==> src/rtl/tg_stream_arbiter.sv <==
// -----------------------------------------------------------------------------
// tg_stream_arbiter
//
// Merges RECEIVER_STREAMS 14-bit AXI-Stream traffic-generator outputs into a
// single AXI-Stream master. Streams are served round-robin. Each grant
// forwards exactly BURST_LEN beats, and the final beat of a burst carries
// TLAST. Every output beat is tagged with its source stream index on TID.
// A registered output stage decouples the downstream timing from the width of
// the input mux.
//
// Parameters
//   RECEIVER_STREAMS  number of input streams (2..16)
//   BURST_LEN         beats forwarded per grant (1..65535)
//   ID_W              TID width, 2**ID_W >= RECEIVER_STREAMS
//
// Ports
//   aclk, resetn      clock (rising edge) and asynchronous active-low reset
//   extenable         arbitration enable; low blocks new grants only
//   S_AXIS_TVALID     per-stream valid
//   S_AXIS_TDATA      flattened data, stream i at [14*i+13:14*i]
//   S_AXIS_TREADY     per-stream ready, only the granted stream can be high
//   M_AXIS_TVALID/TDATA/TID/TLAST/TREADY   merged output stream
//   busy              high while a burst grant is active
// -----------------------------------------------------------------------------
module tg_stream_arbiter #(
  parameter int RECEIVER_STREAMS = 8,
  parameter int BURST_LEN        = 16,
  parameter int ID_W             = 3
) (
  input  logic                           aclk,
  input  logic                           resetn,
  input  logic                           extenable,
  input  logic [RECEIVER_STREAMS-1:0]    S_AXIS_TVALID,
  input  logic [RECEIVER_STREAMS*14-1:0] S_AXIS_TDATA,
  output logic [RECEIVER_STREAMS-1:0]    S_AXIS_TREADY,
  output logic                           M_AXIS_TVALID,
  output logic [13:0]                    M_AXIS_TDATA,
  output logic [ID_W-1:0]                M_AXIS_TID,
  output logic                           M_AXIS_TLAST,
  input  logic                           M_AXIS_TREADY,
  output logic                           busy
);

  localparam int                DATA_W    = 14;
  localparam int                CNT_W     = $clog2(BURST_LEN + 1);
  localparam logic [CNT_W-1:0]  LAST_CNT  = CNT_W'(BURST_LEN - 1);
  localparam logic [ID_W-1:0]   PTR_RESET = ID_W'(RECEIVER_STREAMS - 1);

  typedef enum logic {
    IDLE  = 1'b0,
    GRANT = 1'b1
  } state_t;

  // ---------------------------------------------------------------------------
  // State
  // ---------------------------------------------------------------------------
  state_t              state_q, state_d;
  logic [ID_W-1:0]     gnt_q, gnt_d;
  logic [ID_W-1:0]     rr_ptr_q, rr_ptr_d;
  logic [CNT_W-1:0]    beat_cnt_q, beat_cnt_d;

  // Output register stage
  logic                out_valid_q, out_valid_d;
  logic [DATA_W-1:0]   out_data_q, out_data_d;
  logic [ID_W-1:0]     out_tid_q, out_tid_d;
  logic                out_last_q, out_last_d;

  // ---------------------------------------------------------------------------
  // Round-robin search
  //
  // The search order is rr_ptr+1 .. N-1, then 0 .. rr_ptr. Two priority
  // scans with constant indices give that order without a rotator: the first
  // requester above the pointer wins, otherwise the first one at or below it.
  // ---------------------------------------------------------------------------
  logic                found_hi, found_lo;
  logic [ID_W-1:0]     pick_hi, pick_lo;
  logic [ID_W-1:0]     arb_pick;
  logic                any_req;

  // NOTE: every signal written in an always_comb gets a default at the top of
  // the block; a path that leaves one unassigned would infer a latch.
  always_comb begin
    found_hi = 1'b0;
    found_lo = 1'b0;
    pick_hi  = '0;
    pick_lo  = '0;
    for (int i = 0; i < RECEIVER_STREAMS; i++) begin
      if (S_AXIS_TVALID[i]) begin
        if (ID_W'(i) > rr_ptr_q) begin
          if (!found_hi) begin
            found_hi = 1'b1;
            pick_hi  = ID_W'(i);
          end
        end else if (!found_lo) begin
          found_lo = 1'b1;
          pick_lo  = ID_W'(i);
        end
      end
    end
  end

  assign any_req  = |S_AXIS_TVALID;
  assign arb_pick = found_hi ? pick_hi : pick_lo;

  // ---------------------------------------------------------------------------
  // Granted-stream select
  // ---------------------------------------------------------------------------
  logic [RECEIVER_STREAMS-1:0] gnt_onehot;
  logic                        gnt_valid;
  logic [DATA_W-1:0]           gnt_data;

  always_comb begin
    gnt_onehot = '0;
    gnt_data   = '0;
    for (int i = 0; i < RECEIVER_STREAMS; i++) begin
      gnt_onehot[i] = (gnt_q == ID_W'(i));
      if (gnt_q == ID_W'(i)) begin
        gnt_data = S_AXIS_TDATA[DATA_W*i +: DATA_W];
      end
    end
  end

  assign gnt_valid = |(S_AXIS_TVALID & gnt_onehot);

  // The output slot can take a beat when it is empty or is being drained this
  // cycle. Ready is built only from register state and M_AXIS_TREADY, so no
  // combinational path exists from any S_AXIS_TVALID to S_AXIS_TREADY.
  logic slot_free;
  logic in_grant;
  logic accept;
  logic last_beat;

  assign slot_free = !out_valid_q || M_AXIS_TREADY;
  assign in_grant  = (state_q == GRANT);
  assign accept    = in_grant && gnt_valid && slot_free;
  assign last_beat = (beat_cnt_q == LAST_CNT);

  always_comb begin
    S_AXIS_TREADY = '0;
    for (int i = 0; i < RECEIVER_STREAMS; i++) begin
      S_AXIS_TREADY[i] = in_grant && gnt_onehot[i] && slot_free;
    end
  end

  // ---------------------------------------------------------------------------
  // Next-state / datapath logic
  // ---------------------------------------------------------------------------
  always_comb begin
    state_d     = state_q;
    gnt_d       = gnt_q;
    rr_ptr_d    = rr_ptr_q;
    beat_cnt_d  = beat_cnt_q;
    out_valid_d = out_valid_q;
    out_data_d  = out_data_q;
    out_tid_d   = out_tid_q;
    out_last_d  = out_last_q;

    // Drain first; a load in the same cycle overrides it, which is what gives
    // back-to-back beats inside a burst. Payload is left untouched on drain so
    // it stays stable under backpressure.
    if (out_valid_q && M_AXIS_TREADY) begin
      out_valid_d = 1'b0;
    end

    unique case (state_q)
      IDLE: begin
        // The pointer moves only when a grant is issued, so a stream that
        // keeps requesting is reached within RECEIVER_STREAMS-1 bursts.
        if (extenable && any_req) begin
          state_d    = GRANT;
          gnt_d      = arb_pick;
          rr_ptr_d   = arb_pick;
          beat_cnt_d = '0;
        end
      end

      GRANT: begin
        // A granted stream that stalls simply holds the grant; extenable is
        // not consulted until the burst has delivered its last beat.
        if (accept) begin
          out_valid_d = 1'b1;
          out_data_d  = gnt_data;
          out_tid_d   = gnt_q;
          out_last_d  = last_beat;
          if (last_beat) begin
            beat_cnt_d = '0;
            state_d    = IDLE;
          end else begin
            beat_cnt_d = beat_cnt_q + CNT_W'(1);
          end
        end
      end

      default: begin
        state_d = IDLE;
      end
    endcase
  end

  // ---------------------------------------------------------------------------
  // State register
  // ---------------------------------------------------------------------------
  // NOTE: sequential state is updated with non-blocking assignments so every
  // register samples the pre-edge values regardless of process ordering.
  always_ff @(posedge aclk or negedge resetn) begin
    if (!resetn) begin
      state_q    <= IDLE;
      gnt_q      <= '0;
      rr_ptr_q   <= PTR_RESET;
      beat_cnt_q <= '0;
    end else begin
      state_q    <= state_d;
      gnt_q      <= gnt_d;
      rr_ptr_q   <= rr_ptr_d;
      beat_cnt_q <= beat_cnt_d;
    end
  end

  // ---------------------------------------------------------------------------
  // Output register
  // ---------------------------------------------------------------------------
  // NOTE: the payload registers are reset as well as the valid flag, so the
  // master interface presents all-zero outputs while reset is asserted and a
  // beat caught mid-flight is discarded entirely.
  always_ff @(posedge aclk or negedge resetn) begin
    if (!resetn) begin
      out_valid_q <= 1'b0;
      out_data_q  <= '0;
      out_tid_q   <= '0;
      out_last_q  <= 1'b0;
    end else begin
      out_valid_q <= out_valid_d;
      out_data_q  <= out_data_d;
      out_tid_q   <= out_tid_d;
      out_last_q  <= out_last_d;
    end
  end

  assign M_AXIS_TVALID = out_valid_q;
  assign M_AXIS_TDATA  = out_data_q;
  assign M_AXIS_TID    = out_tid_q;
  assign M_AXIS_TLAST  = out_last_q;
  assign busy          = in_grant;

endmodule

==> config.mk <==
export PLATFORM = sky130hd
export DESIGN_NAME = tg_stream_arbiter
export DESIGN_NICKNAME = d
export VERILOG_FILES = /design/src/rtl/tg_stream_arbiter.sv
export SDC_FILE = /design/constraint.sdc
export NUM_CORES = 1
export LEC_CHECK = 0
export CAP_MARGIN = 20
export CORE_MARGIN = 2
export CORE_UTILIZATION = 25
export DETAILED_ROUTE_END_ITERATION = 10
export GPL_TIMING_DRIVEN = 0
export HOLD_SLACK_MARGIN = 0.05
export PLACE_DENSITY_LB_ADDON = 0.15
export REMOVE_ABC_BUFFERS = 1
export SYNTH_ARGS = -nofsm -noshare
export SYNTH_HDL_FRONTEND = slang
export SYNTH_SLANG_ARGS = --single-unit
==> constraint.sdc <==
create_clock -name aclk -period 2.7 [get_ports aclk]
set_input_delay 0.405 -clock aclk [delete_from_list [all_inputs] [get_ports aclk]]
set_output_delay 0.405 -clock aclk [all_outputs]
set_load 0.01 [all_outputs]
==> summary.md, run 1 <==
| Metric | Value |
|---|---|
| Largest cells by area after synthesis | `dfrtp_1, mux4_2, mux2i_1, a21oi_1, nor2_1` |
| Number of nets in the layout | `about 510` |
| Time the worst path needs with I/O delays and setup | `between 2 and 3 ns` |
| First-pass GRT wire length | `~14000 um` |
| RePlAce Congestion | `0.8606` |
| Buf/Inv on CP | `0` |
| Most common cell after layout, fill and taps aside | `clkdlybuf4s50_1` |
| Routed wire length per instance | `~16 um` |
| Die W | `between 100 and 150 um` |
| Fillers | `939` |
| Hpwl dp | `~6700 um` |
| Post-CTS setup buffers | `0` |
| Highest Signal Layer | `met4` |
| Setup-failing EPs final | `0` |
| Met3 routed WL | `a little over 500 um` |
| Syn Inst Count | `between 200 and 250` |
| Most frequent cells in the layout | `clkdlybuf4s50_1, mux4_2, nor2_1, dfrtp_1` |
| Outcome | `finished clean` |
| FF-to-FF Start | `gnt_q[1]$_DFFE_PN0P_` |
| # DRC | `0` |
| Crit-path max FO | `40` |
| WL met2 | `about 4700 um` |
| Total Routing Usage GR | `between 15 and 20%` |
| Slew headroom | `36.27%` |
| Via/cell ratio | `4.929` |
| Clock Sinks | `31` |
| Largest area contributor in the netlist | `dfrtp_1` |
| Min Hold Slack | `0.1737 ns` |
| Final wirelength | `between 8000 and 9000 um` |
| Synth cell types | `44` |
| Max cap viols | `0` |
| IO Pins | `152` |
| Seq/Total Area, Yosys | `a little under a third` |
| Worst EP arrival | `2.80 ns` |
| Crit-path cells | `nand2b_1, mux4_2, a21oi_4, mux2_1, mux2i_1` |
| Starting Density | `between 20% and 30%` |
| ANT nets after route | `0` |
| CP startpoint | `gnt_q[1]$_DFFE_PN0P_` |
| Clock root buffer | `clkbuf_8` |
| Max IR drop VDD | `0.3455 mV` |
| Largest net degree at the start of global routing | `between 40 and 50` |
| Antenna cells | `0` |
| H-Tree Depth | `2` |
| Synthesized area | `0.002559 mm^2` |
| Grt total ovfl | `0` |
| Crit path max-delay family | `multiplexers` |
| Skew-Pair Late Insertion Delay | `0.28 ns` |
| Vias in the first global route | `roughly 2.7k` |
| Initial drt markers | `135` |
| # hold bufs at CTS | `0` |
| Full die area | `~0.011 mm^2` |
| Flops & latches, synth | `31` |
| Leak pwr | `1.605 nW` |
| Layout overhead on the synthesized area | `67.63%` |
| CTS Buf Count | `5` |
| Synth top area share | `between 20% and 30%` |
| Share of layout cells above drive strength 1 | `12.82%` |
| Crit path largest cell delay | `roughly 0.7 ns` |
| DRT Pass-1 Iters | `4` |
| Critical Path RT | `about 2.9 ns` |
| Initial antenna violation count | `0` |
| Final Instance Area | `0.004289 mm^2` |
| Hold Crit Class | `primary input to async pin` |
| Unrepaired setup endpoints after global routing | `yes` |
| Fmax | `between 300 and 400 MHz` |
| Die Span Y | `about 110 um` |
| Max-slew violations | `0` |
| Crit Path Category | `flop to flop` |
| Worst-margin pin slew | `0.9559 ns` |
| Worst setup SP type | `flop` |
| Crit end category | `flop` |
| Final Cycle Share | `between 90% and 100%` |
| Slowest CP cell | `dfrtp_4` |
| Placed Area | `0.004158 mm^2` |
| Via count | `~2.6k` |
| WL met1 | `between 3000 and 4000 um` |
| Worst Skew | `around 0.0019 ns` |
| Clock Tree Buf Depth | `2` |
| Mean Syn Cell Area | `a little over 10 um^2` |
| Clk pin slew, worst setup/hold paths | `0.06 ns` |
| Row cnt | `36` |
| Yosys Warn Count | `0` |
| Port-buffer cells | `~150` |
| Core ar. | `around 0.01 mm^2` |
| PwrDens | `595.8 mW/mm^2` |
| CTS tree | `built` |
| Util after Layout | `between 40% and 50%` |
| Final hold vios | `0` |
per-layer routing:
layer / global-route usage [%] / vias to the layer above
met5: 0 / -
met1: 17.91 / 1252
met4: 5.048 / 0
met3: 3.493 / 11
li1: - / 1224
met2: 28.94 / 91
path summary, 6_finish.rpt:
| kind | endpoint | slack, ns | cells past startpoint |
|---|---|---|---|
| worst max-delay path | beat_cnt_q[2]$_DFFE_PN0P_ | 0.11 | 5 |
| worst min-delay path | gnt_q[0]$_DFFE_PN0P_ | 0.17 | 1 |
| worst max register to register | beat_cnt_q[2]$_DFFE_PN0P_ | 0.11 | 5 |
| worst min register to register | M_AXIS_TID[2]$_DFFE_PN0P_ | 0.49 | 1 |
| max in group asynchronous | gnt_q[1]$_DFFE_PN0P_ | 2.01 | 1 |
| min in group aclk | M_AXIS_TID[2]$_DFFE_PN0P_ | 0.49 | 1 |
worst register-to-register path, stage by stage (launching register included):
cell	delay, ns
dfrtp_4	0.69
nand2b_1	0.23
mux4_2	0.54
a21oi_4	0.53
mux2_1	0.38
mux2i_1	0.14
kinds of logic (layout without fill, tap and decap cells):
group / count (synthesis) / count (layout) / synth area share [%]
fa+ha+maj: 1 / 1 / 0.4889
compound gates: 56 / 57 / 13.79
buf+inv: 25 / 165 / 4.938
flops: 31 / 31 / 30.46
mux: 51 / 51 / 34.87
simple gates: 85 / 85 / 15.45
state kept, by name, summed over array words and instances, names as in the netlist:
signal / cells
beat_cnt_q: 5
rr_ptr_q: 3
busy: 1
gnt_q: 3
M_AXIS_TLAST: 1
M_AXIS_TDATA: 14
M_AXIS_TVALID: 1
M_AXIS_TID: 3
power breakdown:
part	switching, mW	leakage [nW]	internal [mW]
Combinational	0.504	1.19	0.748
Sequential	0.184	0.356	0.645
Clock	0.176	0.0612	0.298
Total	0.864	1.60	1.69
per-stage QoR:
stage	cells	setup TNS, ns	power, mW	setup slack (ns)
6_report	523	0	2.555	0.1060
5_1_grt	523	-0.4742	2.757	-0.07342
4_1_cts	523	0	2.604	0.04936
3_5_place_dp	514	-5.089	2.099	-0.4426
3_3_place_gp	512	-29.34	2.077	-1.222
2_1_floorplan	228	-6.323	1.432	-0.4845
Yosys cell counts:
library cell / n
a2111o_1: 1
a211oi_1: 3
a21boi_0: 1
a21o_1: 1
a21oi_1: 24
a21oi_4: 1
a22o_1: 1
a31oi_1: 2
a41oi_1: 2
and2_1: 1
buf_1: 1
buf_2: 5
buf_4: 3
buf_6: 2
clkbuf_1: 10
dfrtp_1: 28
dfstp_2: 3
ha_1: 1
inv_1: 4
mux2_1: 4
mux2_2: 1
mux2i_1: 16
mux4_2: 30
nand2_1: 24
nand2b_1: 9
nand3_1: 6
nand3b_1: 2
nor2_1: 29
nor2b_1: 4
nor3_1: 4
nor3b_1: 2
nor4_1: 2
nor4bb_1: 1
o211a_1: 1
o211ai_1: 2
o21ai_0: 10
o21ai_1: 1
o21bai_1: 1
o22ai_1: 1
o2bb2ai_1: 1
o311ai_1: 1
o31ai_1: 1
o32a_1: 1
or2_2: 1
area by class of cell:
cell class | instances | area (um^2) | area share [%]
Multi-Input combinational cell | 194 | 1662 | 38.74
Sequential cell | 31 | 784.5 | 18.29
Inverter | 4 | 15.01 | 0.3501
Clock inverter | 2 | 35.03 | 0.8168
Timing Repair Buffer | 153 | 1544 | 36.00
Clock buffer | 6 | 82.58 | 1.925
Tap cell | 133 | 166.4 | 3.880
what timing repair did:
action / in CTS / in global routing
gates resized for setup: 1 / 1
pin swaps: 1 / 1
endpoints found under the setup margin: 24 / 13
gates cloned: 1 / 0
(Power assumes the default switching activity.)
==> run 2: changes to the inputs <==
--- a/config.mk
+++ b/config.mk
@@ -6,6 +6,7 @@
 export NUM_CORES = 1
 export LEC_CHECK = 0
 export CAP_MARGIN = 20
+export CORE_ASPECT_RATIO = 1.4
 export CORE_MARGIN = 2
 export CORE_UTILIZATION = 25
 export DETAILED_ROUTE_END_ITERATION = 10
==> constraint.sdc (replaced) <==
create_clock -name aclk -period 2.7 [get_ports aclk]
set_input_delay 0.81 -clock aclk [delete_from_list [all_inputs] [get_ports aclk]]
set_output_delay 0.81 -clock aclk [all_outputs]
set_load 0.01 [all_outputs]
==> run 2 against run 1 <==
  * Via count increased by 2.9%
  * Critical path depth is 1 higher
  * Clock skew grew 0.0032 ns
  * Sequential cell count did not move
  * Non-clock buffer count up 6
  * First-iteration DRC count shrank 51%
  * Clock-buffer cell count shrank 1
  * Register-to-register slack better by 0.23 ns
  * Sequential power grew 1%
  * Power grew 7.0%
  * Final cell count is 1.9% higher
  * Largest cell class unchanged
  * Largest power group unchanged
==> summary.md, run 2 (same netlist as run 1, synthesis figures left out) <==
| Metric | Value |
|---|---|
| Outcome | `finished clean (unchanged)` |
| Slowest CP cell | `mux4_2 (was dfrtp_4)` |
| Max IR drop VDD | `0.2555 mV (was 0.3455 mV)` |
| Unrepaired setup endpoints after global routing | `no (was yes)` |
| Time the worst path needs with I/O delays and setup | `2.637 ns (was 2.594 ns)` |
| Number of nets in the layout | `522 (was 514)` |
| Starting Density | `25.71% (was 25.94%)` |
| ANT nets after route | `0 (unchanged)` |
| Setup-failing EPs final | `0 (unchanged)` |
| Largest net degree at the start of global routing | `41 (unchanged)` |
| CTS tree | `built (unchanged)` |
| WL met2 | `5069 um (was 4700 um)` |
| Worst-margin pin slew | `0.7043 ns (was 0.9559 ns)` |
| H-Tree Depth | `2 (unchanged)` |
| Clock root buffer | `clkbuf_16 (was clkbuf_8)` |
| Clock Tree Buf Depth | `2 (unchanged)` |
| Full die area | `0.01107 mm^2 (was 0.01106 mm^2)` |
| Met3 routed WL | `561 um (was 509 um)` |
| Placed Area | `0.004173 mm^2 (was 0.004158 mm^2)` |
| Min Hold Slack | `0.4777 ns (was 0.1737 ns)` |
| Post-route setup slack | `0.06267 ns (was 0.1060 ns)` |
| Worst EP arrival | `2.79 ns (was 2.80 ns)` |
| Initial drt markers | `66 (was 135)` |
| Fillers | `946 (was 939)` |
| Critical Path RT | `2.85 ns (was 2.90 ns)` |
| First-pass GRT wire length | `13590 um (was 13600 um)` |
| Crit path largest cell delay | `0.62 ns (was 0.69 ns)` |
| Max FFs per register | `14 (unchanged)` |
| Hold Crit Class | `flop to flop (was primary input to async pin)` |
| RePlAce Congestion | `0.7952 (was 0.8606)` |
| Slew headroom | `53.05% (was 36.27%)` |
| Layout overhead on the synthesized area | `73.84% (was 67.63%)` |
| Port-buffer cells | `151 (unchanged)` |
| Final Power | `2.734 mW (was 2.555 mW)` |
| WL met1 | `3499 um (was 3193 um)` |
| Util after Layout | `44.69% (was 43.48%)` |
| DRT Pass-1 Iters | `4 (unchanged)` |
| Placed cell count | `516 (was 514)` |
| Crit end category | `flop (unchanged)` |
| Clk pin slew, worst setup/hold paths | `0.05 ns (was 0.06 ns)` |
| Fmax | `379.2 MHz (was 385.5 MHz)` |
| PwrDens | `614.6 mW/mm^2 (was 595.8 mW/mm^2)` |
| Skew-Pair Late Insertion Delay | `0.27 ns (was 0.28 ns)` |
| Max cap viols | `0 (unchanged)` |
| IO Pins | `152 (unchanged)` |
| Worst reg-to-reg setup slack | `0.34 ns (was 0.11 ns)` |
| Share of layout cells above drive strength 1 | `17.09% (was 12.82%)` |
| Highest Signal Layer | `met4 (unchanged)` |
| Initial antenna violation count | `0 (unchanged)` |
| Vias in the first global route | `2684 (was 2671)` |
| Die Span Y | `123.7 um (was 105.2 um)` |
| Multi-input logic area | `0.001742 mm^2 (was 0.001662 mm^2)` |
| Leak pwr | `1.717 nW (was 1.605 nW)` |
| Grt total ovfl | `0 (unchanged)` |
| Via count | `2652 (was 2578)` |
| Register Area | `784.5 um^2 (unchanged)` |
| Final hold vios | `0 (unchanged)` |
| Most frequent cells in the layout | `clkdlybuf4s50_1, mux4_2, nor2_1, dfrtp_1, a21oi_1 (was clkdlybuf4s50_1, mux4_2, nor2_1, dfrtp_1)` |
| Routed wire length per instance | `17.32 um (was 16.37 um)` |
| Pre-CTS setup slack | `-0.8733 ns (was -0.4426 ns)` |
| # DRC | `0 (unchanged)` |
| Via/cell ratio | `4.976 (was 4.929)` |
| Clock Sinks | `31 (unchanged)` |
| Core ar. | `0.009953 mm^2 (was 0.009864 mm^2)` |
| Most common cell after layout, fill and taps aside | `clkdlybuf4s50_1 (unchanged)` |
| Final Instance Area | `0.004448 mm^2 (was 0.004289 mm^2)` |
| Final Cycle Share | `97.68% (was 96.08%)` |
| Die W | `89.50 um (was 105.2 um)` |
| Antenna cells | `0 (unchanged)` |
| Finished Layout Cells | `533 (was 523)` |
| Total Routing Usage GR | `16.16% (was 15.72%)` |
| Crit-path cells | `clkdlybuf4s50_1, nand2_1, mux4_2, a21oi_4, buf_12, mux2_1 (was nand2b_1, mux4_2, a21oi_4, mux2_1, mux2i_1)` |
| Setup TNS Final | `0 ns (unchanged)` |
| Worst setup SP type | `primary input (was flop)` |
| Crit Path Category | `primary input to flop (was flop to flop)` |
| Crit-path max FO | `5 (was 40)` |
| CTS Buf Count | `5 (unchanged)` |
| Max-slew violations | `0 (unchanged)` |
| Hpwl dp | `6866 um (was 6687 um)` |
| Final wirelength | `9233 um (was 8564 um)` |
| Worst Skew | `0.005027 ns (was 0.001859 ns)` |
| Row cnt | `43 (was 36)` |
[run 2: worst paths after layout]
kind                                                start  cells past startpoint                         to
worst max-delay path                     S_AXIS_TVALID[7]                      6  M_AXIS_TID[0]$_DFFE_PN0P_
worst min-delay path            M_AXIS_TID[1]$_DFFE_PN0P_                      1  M_AXIS_TID[1]$_DFFE_PN0P_
worst max register to register       gnt_q[1]$_DFFE_PN0P_                      5  M_AXIS_TID[0]$_DFFE_PN0P_
worst min register to register  M_AXIS_TID[1]$_DFFE_PN0P_                      1  M_AXIS_TID[1]$_DFFE_PN0P_
max in group asynchronous                          resetn                      1       gnt_q[1]$_DFFE_PN0P_
min in group asynchronous                          resetn                      1  M_AXIS_TID[1]$_DFFE_PN0P_
[run 2: worst max-delay path: cells and delay by family]
family / cells / cell delay, ns
mux: 2 / 0.93
compound gates: 1 / 0.26
simple gates: 1 / 0.07
buf+inv: 2 / 0.72
[run 2: where the power goes]
part / switching (mW) / total (mW) / internal [mW]
Clock: 0.193 / 0.529 / 0.335
Sequential: 0.194 / 0.840 / 0.646
Combinational: 0.560 / 1.37 / 0.806
Total: 0.947 / 2.73 / 1.79
[run 2: repair_timing]
| action | in CTS | in global routing |
|---|---|---|
| gates resized for setup | 36 | 6 |
| hold endpoints to repair | 0 | 0 |
| setup buffers | 4 | 2 |
| cloned | 2 | 1 |
| hold buffers | 0 | 0 |
| endpoints found under the setup margin | 32 | 23 |
| pin swaps | 5 | 4 |
[run 2: area by class of cell]
class	instances	area share [%]
Clock buffer	5	2.813
Clock inverter	3	0.3376
Inverter	4	0.3376
Multi-Input combinational cell	196	39.16
Sequential cell	31	17.64
Tap cell	135	3.797
Timing Repair Buffer	159	35.92
[run 2: per-layer routing]
layer / track usage (%) / vias up
li1: - / 1245
met1: 18.50 / 1311
met2: 30.05 / 91
met3: 2.850 / 5
met4: 4.664 / 0
met5: 0 / -
